### src/rtl/rc_channel_scheduler.sv
// rc_channel_scheduler: buffers one pulse width per RC channel and sends them round-robin over a valid/ready port.
// Define RC_FAILSAFE_EN to add per-channel watchdogs that emit one failsafe message per loss episode.
module rc_channel_scheduler #(
    parameter int TOTAL    = 6,
    parameter int WIDTH    = 17,
    parameter int TICK_DIV = 50,
    parameter int TIMEOUT  = 25000
) (
    input  logic                   clk,
    input  logic                   rst_n,
    input  logic [TOTAL-1:0]       rdy,
    input  logic [TOTAL*WIDTH-1:0] bus_in,
    input  logic [TOTAL-1:0]       enable,
    output logic [WIDTH-1:0]       out_data,
    output logic [2:0]             out_sel,
    output logic                   out_failsafe,
    output logic                   out_stb,
    input  logic                   out_rdy,
    output logic [TOTAL-1:0]       overrun,
    input  logic                   overrun_clr
);
    localparam logic [0:0] IDLE = 1'b0;
    localparam logic [0:0] SEND = 1'b1;

    logic [0:0]       state_q, state_d;
    logic [2:0]       ptr_q, ptr_d, sel_q, sel_d, gnt;
    logic [3:0]       idx;
    logic             gnt_vld, fsf_q, fsf_d;
    logic [TOTAL-1:0] cap, req, gnt_oh, pend_q, pend_d, ovr_q, ovr_d, fs_q;
    logic [WIDTH-1:0] data_q, data_d;
    logic [WIDTH-1:0] slot_q [TOTAL];
    logic [WIDTH-1:0] slot_d [TOTAL];

    assign cap = rdy & enable;
    assign req = pend_q | fs_q;

    // Scan downward so the lowest offset from ptr wins.
    always_comb begin
        gnt = '0;
        gnt_vld = 1'b0;
        idx = '0;
        for (int k = TOTAL - 1; k >= 0; k--) begin
            idx = 4'(ptr_q) + 4'(k);
            idx = (idx >= 4'(TOTAL)) ? idx - 4'(TOTAL) : idx;
            if (req[idx[2:0]]) begin
                gnt = idx[2:0];
                gnt_vld = 1'b1;
            end
        end
        gnt_oh = (state_q == IDLE && gnt_vld) ? TOTAL'(1) << gnt : '0;
    end

    // A capture on the channel being granted keeps pending set and is not an overrun.
    always_comb begin
        pend_d = enable & (cap | (pend_q & ~gnt_oh));
        ovr_d = (ovr_q & ~{TOTAL{overrun_clr}}) | (cap & pend_q & ~gnt_oh);
        for (int i = 0; i < TOTAL; i++)
            slot_d[i] = cap[i] ? bus_in[WIDTH*i +: WIDTH] : slot_q[i];
    end

    always_comb begin
        state_d = state_q;
        ptr_d = ptr_q;
        data_d = data_q;
        sel_d = sel_q;
        fsf_d = fsf_q;
        if (state_q == IDLE && gnt_vld) begin
            state_d = SEND;
            sel_d = gnt;
            data_d = pend_q[gnt] ? slot_q[gnt] : '0;
            fsf_d = ~pend_q[gnt];
        end else if (state_q == SEND && out_rdy) begin
            state_d = IDLE;
            ptr_d = (sel_q == 3'(TOTAL - 1)) ? 3'd0 : sel_q + 3'd1;
        end
    end

    always_ff @(posedge clk or negedge rst_n) begin
        if (!rst_n) begin
            state_q <= IDLE;
            ptr_q <= '0;
            sel_q <= '0;
            data_q <= '0;
            fsf_q <= 1'b0;
            pend_q <= '0;
            ovr_q <= '0;
            slot_q <= '{default: '0};
        end else begin
            state_q <= state_d;
            ptr_q <= ptr_d;
            sel_q <= sel_d;
            data_q <= data_d;
            fsf_q <= fsf_d;
            pend_q <= pend_d;
            ovr_q <= ovr_d;
            slot_q <= slot_d;
        end
    end

`ifdef RC_FAILSAFE_EN
    localparam int PW = $clog2(TICK_DIV + 1);
    localparam int CW = $clog2(TIMEOUT + 1);

    logic [PW-1:0]    pre_q, pre_d;
    logic             tick;
    logic [CW-1:0]    cnt_q [TOTAL];
    logic [CW-1:0]    cnt_d [TOTAL];
    logic [TOTAL-1:0] lost_q, lost_d, fs_d;

    // lost blocks re-arming until the next capture, giving one notice per loss episode.
    always_comb begin
        tick = pre_q == PW'(TICK_DIV - 1);
        pre_d = tick ? '0 : pre_q + 1'b1;
        for (int i = 0; i < TOTAL; i++) begin
            cnt_d[i] = (!enable[i] || cap[i]) ? '0 :
                       (tick && cnt_q[i] != CW'(TIMEOUT)) ? cnt_q[i] + 1'b1 : cnt_q[i];
            lost_d[i] = enable[i] & ~cap[i] & (lost_q[i] | (cnt_q[i] == CW'(TIMEOUT)));
            fs_d[i] = enable[i] & ~cap[i] & ((fs_q[i] & ~(gnt_oh[i] & ~pend_q[i])) |
                      (cnt_q[i] == CW'(TIMEOUT) & ~lost_q[i]));
        end
    end

    always_ff @(posedge clk or negedge rst_n) begin
        if (!rst_n) begin
            pre_q <= '0;
            lost_q <= '0;
            fs_q <= '0;
            cnt_q <= '{default: '0};
        end else begin
            pre_q <= pre_d;
            lost_q <= lost_d;
            fs_q <= fs_d;
            cnt_q <= cnt_d;
        end
    end
`else
    assign fs_q = '0;
`endif

    assign out_data = data_q;
    assign out_sel = sel_q;
    assign out_failsafe = fsf_q;
    assign out_stb = state_q == SEND;
    assign overrun = ovr_q;
endmodule

### config.mk
export PLATFORM = sky130hd
export DESIGN_NAME = rc_channel_scheduler
export DESIGN_NICKNAME = d
export VERILOG_FILES = /design/src/rtl/rc_channel_scheduler.sv
export SDC_FILE = /design/constraint.sdc
export NUM_CORES = 1
export LEC_CHECK = 0
export BUFFER_PORTS_ARGS = -buffer_cell sky130_fd_sc_hd__buf_2
export CAP_MARGIN = 25
export CORE_MARGIN = 2
export CORE_UTILIZATION = 59
export CTS_CLUSTER_DIAMETER = 100
export DETAILED_ROUTE_END_ITERATION = 7
export PLACE_DENSITY = 0.86
export SYNTH_ARGS = -nofsm -noshare
export SYNTH_HDL_FRONTEND = slang
export SYNTH_SLANG_ARGS = --single-unit
### constraint.sdc
create_clock -name clk -period 5.9 [get_ports clk]
set_clock_uncertainty 0.05 [all_clocks]
set_input_delay 0.885 -clock clk [delete_from_list [all_inputs] [get_ports clk]]
set_output_delay 0.885 -clock clk [all_outputs]
set_load 0.01 [all_outputs]
# Yosys cells after proc, flatten, opt, wreduce, memory -nomap -nowiden
# Cells that the tools add are included.
[word_totals] out_inout_bits=28 inputBits=118 regBits=139 word_cells=99
[classes] n_mux=40 bitwise=14 n_shift=1 n_eq_ne=1 addsub=12 order_cmp=14 n_reduce_logical=4
[ops] cell="binary-select mux 17 bit (select 3 bit)" count=1
[ops] cell="2-to-1 mux 17 bit" count=3
[ops] cell="2-to-1 mux 3 bit" count=13
[ops] cell="AND 6 bit" count=6
[ops] cell="< comparator 3 x 4 -> 1 bit (second input constant)" count=7
[ops] cell="binary-select mux 1 bit (select 3 bit)" count=7
[ops] cell="greater-or-equal comparator 4 x 3 -> 1 bit (second input constant)" count=5
[ops] cell="subtractor 3 bit (second input constant)" count=6
[ops] cell="2-to-1 mux 1 bit" count=15
[ops] cell="NOT 6 bit" count=2
[ops] cell="bitwise OR 6 bit" count=2
[ops] cell="adder 3 x 2 -> 4 bit (second input constant)" count=2
[ops] cell="adder 3 x 3 -> 4 bit (second input constant)" count=2
[ops] cell="2-to-1 mux 6 bit" count=1
[ops] cell="<< shifter 1 x 3 -> 6 bit (first input constant)" count=1
[ops] cell="adder 3 x 1 -> 4 bit (second input constant)" count=1
[ops] cell="greater-or-equal comparator 4 bit (second input constant)" count=1
[ops] cell="NOT 3 -> 4 bit" count=1
[ops] cell="adder 3 x 1 -> 3 bit (second input constant)" count=1
[ops] cell="== test 3 bit (second input constant)" count=1
[ops] cell="greater-or-equal comparator 3 bit (second input constant)" count=1
[ops] cell="NOT 1 bit" count=3
[ops] cell="logical AND 1 bit" count=2
[ops] cell="AND reduction 2 bit" count=1
[ops] cell="nonzero test 2 bit" count=1

# Logic depth before layout (Yosys ltp)
[logic_depth] ltp_word=17 ltp_mapped=17

# Least setup slack after synthesis
# No wires, ideal clock.
[synth_timing] path_type="reg-to-reg" startpoint="register ptr_q[0]" endpoint="register data_q[10] (netlist: out_data[10])" arrival_time_ns=3.322 required_time_ns=5.729 synth_period_minus_slack_ns=3.494 setup_slack_ns=2.406 stages_incl_launch_ff=16 setup_ns=0.121 path_cell_list="dfrtp_1 -> buf_4 -> buf_4 -> inv_1 -> ha_1 -> buf_2 -> buf_2 -> o311ai_1 -> mux2_2 -> and2_1 -> a221oi_2 -> buf_6 -> buf_8 -> mux2i_1 -> o22ai_1 -> o22a_1"
[synth_via] elab_chain_cells=16 elab_cells_between_ends=55
[synth_rtl] item="start, declared" line_no="26" rtl="logic [2:0] ptr_q, ptr_d, sel_q, sel_d, gnt;"
[synth_rtl] item="start signal, assigned" line_no="90" rtl="ptr_q <= ptr_d;"
[synth_rtl] item="adder 3 x 3 -> 4 bit" line_no="43" rtl="idx = 4'(ptr_q) + 4'(k);"
[synth_rtl] item="greater-or-equal comparator 4 x 3 -> 1 bit / subtractor 3 bit (equally long branches)" line_no="44" rtl="idx = (idx >= 4'(TOTAL)) ? idx - 4'(TOTAL) : idx;"
[synth_rtl] item="2-to-1 mux 3 bit" line_no="44"
[synth_rtl] item="binary-select mux 1 bit (select 3 bit)" line_no="45" rtl="if (req[idx[2:0]]) begin"
[synth_rtl] item="2-to-1 mux 1 bit (not written as such)" line_no="45"
[synth_rtl] item="2-to-1 mux 3 bit (6 in series)" line_no="45"
[synth_rtl] item="NOT 3 -> 4 bit (not written as such)" line_no="70" rtl="data_d = pend_q[gnt] ? slot_q[gnt] : '0;"
[synth_rtl] item="binary-select mux 17 bit (select 3 bit)" line_no="70"
[synth_rtl] item="2-to-1 mux 17 bit (not written as such) (2 in series)" line_no="70"
[synth_rtl] item="2-to-1 mux 17 bit" line_no="70"
[synth_rtl] item="end signal, assigned" line_no="92" rtl="data_q <= data_d;"
[synth_rtl] item="end, declared" line_no="30" rtl="logic [WIDTH-1:0] data_q, data_d;"
# Several ways; a longest one is shown, not always the timed one. The select of a mux whose other input is x is not followed.
# A chain may end at the register's enable or synchronous reset.

# Worst setup path in the final report
[layout_timing] startpoint="register ptr_q[1]" endpoint="register ovr_q[0] (netlist: overrun[0])"
[layout_via] elab_chain_cells=16 elab_cells_between_ends=53
[layout_rtl] item="adder 3 x 3 -> 4 bit" line_no="43"
[layout_rtl] item="greater-or-equal comparator 4 x 3 -> 1 bit / subtractor 3 bit (equally long branches)" line_no="44"
[layout_rtl] item="2-to-1 mux 3 bit" line_no="44"
[layout_rtl] item="binary-select mux 1 bit (select 3 bit)" line_no="45"
[layout_rtl] item="2-to-1 mux 1 bit (not written as such)" line_no="45"
[layout_rtl] item="2-to-1 mux 3 bit / 2-to-1 mux 1 bit (equally long branches) (6 in series)" line_no="45"
[layout_rtl] item="<< shifter 1 x 3 -> 6 bit / logical AND 1 bit (equally long branches)" line_no="50" rtl="gnt_oh = (state_q == IDLE && gnt_vld) ? TOTAL'(1) << gnt : '0;"
[layout_rtl] item="2-to-1 mux 6 bit (*)" line_no="50"
[layout_rtl] item="NOT 6 bit (*)" line_no="56" rtl="ovr_d = (ovr_q & ~{TOTAL{overrun_clr}}) | (cap & pend_q & ~gnt_oh);"
[layout_rtl] item="AND 6 bit (*)" line_no="56"
[layout_rtl] item="bitwise OR 6 bit (*)" line_no="56"
[layout_rtl] item="via ovr_d[0]" line_no="29" rtl="logic [TOTAL-1:0] cap, req, gnt_oh, pend_q, pend_d, ovr_q, ovr_d, fs_q;"
[layout_rtl] item="end signal, assigned" line_no="95" rtl="ovr_q <= ovr_d;"
[layout_rtl] item="end, declared" line_no="29"
# Mark *: on every way through the listed nets, which the timed path passes. The rest lies on a longest branch. The select of a mux whose other input is x is not followed.

==> impl_table.tex <==
\begin{tabular}{lr}
\hline
Metric & Value \\
\hline
\multicolumn{2}{l}{\textbf{Job}} \\
Number of max-capacitance violations reported & 0 \\
\multicolumn{2}{l}{\textbf{Routing}} \\
Vias per cell & 5.968 \\
Number of vias after detailed routing & 5031 \\
Iteration count of the initial detailed-routing pass & 5 \\
Detailed router's first-iteration violation count & 343 \\
Final wirelength & 17600 um \\
Antenna-violating nets left & 0 \\
Post-DR wirelength/cell & 20.87 um \\
Post-detailed-route DRC marker count & 0 \\
\multicolumn{2}{l}{\textbf{Floorplanning}} \\
Core footprint & 11320 sq um \\
Die boundary width & 111.5 um \\
Die footprint & 12420 sq um \\
I/O pin count & 146 \\
Initial core utilization & 0.6018 \\
Cell Rows & 39 \\
Die Y-Extent & 111.5 um \\
\multicolumn{2}{l}{\textbf{Synth}} \\
Gate count after technology mapping & 541 \\
Compound-cell area share of the yosys netlist & 0.1102 \\
XOR/XNOR share of the synthesized area & 0.006428 \\
Synth top area share & 0.5106 \\
Sequential-to-total area share from yosys stat & 0.5106 \\
Most frequently used flop master after synthesis & sky130\_fd\_sc\_hd\_\_dfrtp\_1 \\
Proportion of synthesized area in mux cells & 0.2713 \\
Simple-Gate Fraction of Synth Area & 0.04720 \\
Distinct cell type count after synthesis & 55 \\
Largest area contributor in the synthesized netlist & sky130\_fd\_sc\_hd\_\_dfrtp\_1 \\
Number of enable flip-flop cells after synthesis & 0 \\
Async set-reset flop share out of synthesis & 1.000 \\
Synth area leaders & sky130\_fd\_sc\_hd\_\_dfrtp\_1 (51\%), sky130\_fd\_sc\_hd\_\_mux2\_2 (18\%), sky130\_fd\_sc\_hd\_\_mux2i\_1 (8.7\%) \\
FF+latch count, synth & 139 \\
Synth Warn \# & 0 \\
Post-synthesis instance area & 6813 sq um \\
Dominant combinational cell family by area after synthesis & multiplexers \\
Avg Synthesized Cell Area & 12.59 sq um \\
Adder-cell share of the synthesized area & 0.01653 \\
Post-synthesis net count & 668 \\
\multicolumn{2}{l}{\textbf{CTS}} \\
CTS H-Tree Depth & 4 \\
Maximum count of clock buffers along a single path & 2 \\
Clock transition at the register clock pins on the worst setup and hold paths after CTS & 60 ps \\
Clock root buffer & sky130\_fd\_sc\_hd\_\_clkbuf\_16 \\
TritonCTS clock tree & done \\
Post-cts repair resize count & 0 \\
Number of post-CTS setup repair buffers & 0 \\
Hold buffer count at cts & 0 \\
TritonCTS buffer count & 17 \\
Sinks on the clock net & 139 \\
Latest clock arrival within the worst-skew pair & 420 ps \\
\multicolumn{2}{l}{\textbf{STA}} \\
Worst slew slack as a fraction of its limit & 0.3492 \\
Least-Margin Pin Slew & 976.2 ps \\
Final setup violating endpoints & 0 \\
Ratio of final minimum period to clock period & 0.7615 \\
Fin crit period & 4493 ps \\
Maximum frequency from static timing analysis & 222.6 MHz \\
RSZ-0062 raised after global routing & no \\
Count of endpoints failing hold in the final timing report & 0 \\
Number of slew-limit violations in the final report & 0 \\
Summed negative setup slack over all endpoints & 0 ps \\
\multicolumn{2}{l}{\textbf{Finish}} \\
Relative area change from synthesis to final layout & 21.63\% \\
Count of antenna diodes in the layout & 0 \\
Area of all placed cells without fillers & 8287 sq um \\
Number of nets at the end of the flow & 814 \\
Proportion of layout cells with a drive suffix above 1 & 0.4300 \\
\multicolumn{2}{l}{\textbf{Global route}} \\
Largest net degree at the start of global routing & 83 \\
Via count of the first global-routing pass & 5232 \\
Met2 routing resource usage after global routing & 0.4972 \\
Global-route layer with the greatest usage & met2 \\
Wire length of the first global-routing pass & 28120 um \\
Routing usage on met3 & 0.07784 \\
Initial antenna violation count & 0 \\
Combined global-route utilization of all metal layers & 0.2941 \\
Met1 routing resource usage after global routing & 0.3700 \\
Congestion Overflow GR & 0 \\
\multicolumn{2}{l}{\textbf{Placed design}} \\
HPWL after DPL & 12590 um \\
\# port buffers & 145 \\
Global placement routability congestion & 0.8671 \\
Cell area after placement & 7647 sq um \\
\multicolumn{2}{l}{\textbf{Run status}} \\
Result of the run & complete, no violations \\
\multicolumn{2}{l}{\textbf{Worst setup path}} \\
Critical Path Sink Type & flop \\
Highest cell delay on the worst timing path & 900 ps \\
Data required time at the worst endpoint & 6100 ps \\
Crit path buffers/inverters & 2 \\
Library cell contributing the largest single delay on the critical path & sky130\_fd\_sc\_hd\_\_a221oi\_4 \\
Signal arrival time at the worst endpoint & 4690 ps \\
Cell family with most CP delay & compound AO/OA/AOI/OAI gates \\
Ordered cell list for the critical path & inv\_1, ha\_1, and4\_1, o22ai\_2, mux2i\_1, a21boi\_0, o311ai\_1, a221oi\_4, buf\_12, nand2\_1, o21ai\_1, o22ai\_1 \\
Type of the setup path with the least slack & reg -> reg \\
Crit start category & flop \\
Worst-path fanout max & 23 \\
\multicolumn{2}{l}{\textbf{Power}} \\
Worst vdd rail ir drop & 0.6705 mV \\
Power density of the placed cells & 672.5 nW/um\^{}2 \\
Static leakage & 3.933 nW \\
\multicolumn{2}{l}{\textbf{Min path}} \\
Hold/Removal Path Class & in -> async \\
\hline
\end{tabular}
==> placed cells by master, fill, tap and decap left out, drive strengths merged, types with 2 or more instances in the layout <==
cell type,netlist,final
xnor2,2,2
nor3,2,2
and2,3,3
inv,19,19
nand2,16,16
mux2,109,109
o21ai,31,31
clkbuf,14,27
nand3,5,5
o22ai,24,24
clkinv,0,3
a211oi,2,2
nand4,3,3
o311ai,3,3
dfrtp,139,139
and3,3,3
xor2,3,3
ha,9,9
nor2b,4,4
nand2b,6,6
or3,3,3
o21a,4,4
or2,3,3
bufinv,0,2
buf,13,154
o22a,17,17
a22oi,2,2
a21boi,7,7
mux2i,59,59
o211ai,2,2
a21oi,8,8
nor2,12,12
==> state kept, by name, summed over array words and instances, names as in the netlist <==
| signal | flops |
|---|---|
| out_sel | 3 |
| slot_q | 102 |
| out_failsafe | 1 |
| pend_q | 6 |
| overrun | 6 |
| ptr_q | 3 |
| out_stb | 1 |
| out_data | 17 |
==> path summary, 6_finish.rpt <==
| kind | startpoint | endpoint | slack (ps) | cells after the start |
|---|---|---|---|---|
| min in group clk | out_failsafe | out_failsafe | 450 | 1 |
| max reg2reg | ptr_q[1] | overrun[0] | 1410 | 12 |
| max in group asynchronous | rst_n | slot_q[91] | 4460 | 3 |
| max | ptr_q[1] | overrun[0] | 1410 | 12 |
| min reg2reg | out_failsafe | out_failsafe | 450 | 1 |
| min | rst_n | slot_q[30] | 370 | 1 |
==> area by class of cell <==
class | count | area [sq um]
clock buffers | 27 | 533.0
inverters | 19 | 71.32
clock inverters | 5 | 78.83
multi-input cells | 356 | 3102
repair buffers | 154 | 844.6
well taps | 143 | 178.9
flip-flops and latches | 139 | 3478
fillers | 775 | 3034
==> per-stage QoR <==
stage	hold WS [ps]	std cells	utilization	worst slack [ps]	total power, W
2_1_floorplan	428.7	541	-	2406	0.003746
3_3_place_gp	433.0	810	0.6755	1601	0.004381
3_5_place_dp	427.0	810	0.6755	1513	0.004427
4_1_cts	391.8	842	0.7296	1464	0.005552
5_1_grt	404.2	843	0.7320	1137	0.005891
6_report	373.4	843	0.7320	1407	0.005573
==> per-layer routing <==
layer | vias to the layer above | part of all wire
met5 | - | 0
met4 | 0 | 0.024
met3 | 33 | 0.065
met2 | 187 | 0.50
met1 | 2536 | 0.41
li1 | 2275 | -
==> synth_stat cells (all sizes together), types with 4 or more instances <==
cell    instances
o22a           17
nor2b           4
clkbuf         14
buf            13
mux2          109
nand3           5
mux2i          59
dfrtp         139
o21ai          31
a21boi          7
inv            19
o22ai          24
nand2b          6
nand2          16
a21oi           8
o21a            4
ha              9
nor2           12
==> cells by family after synthesis <==
group                      Yosys count
muxes                              169
DFF                                139
buffers and inverters               46
xor gates and xnor gates             5
and+or+nand+nor                     63
adders and majority gates            9
AOI/OAI and AO/OA                  110
==> power breakdown <==
| part | internal (W) | switching [W] | leakage, nW |
|---|---|---|---|
| logic | 0.00137 | 0.00178 | 1.99 |
| registers | 0.00117 | 0.000170 | 1.64 |
| clock network | 0.000701 | 0.000388 | 0.304 |
| total | 0.00324 | 0.00233 | 3.93 |
(Power assumes the default switching activity.)
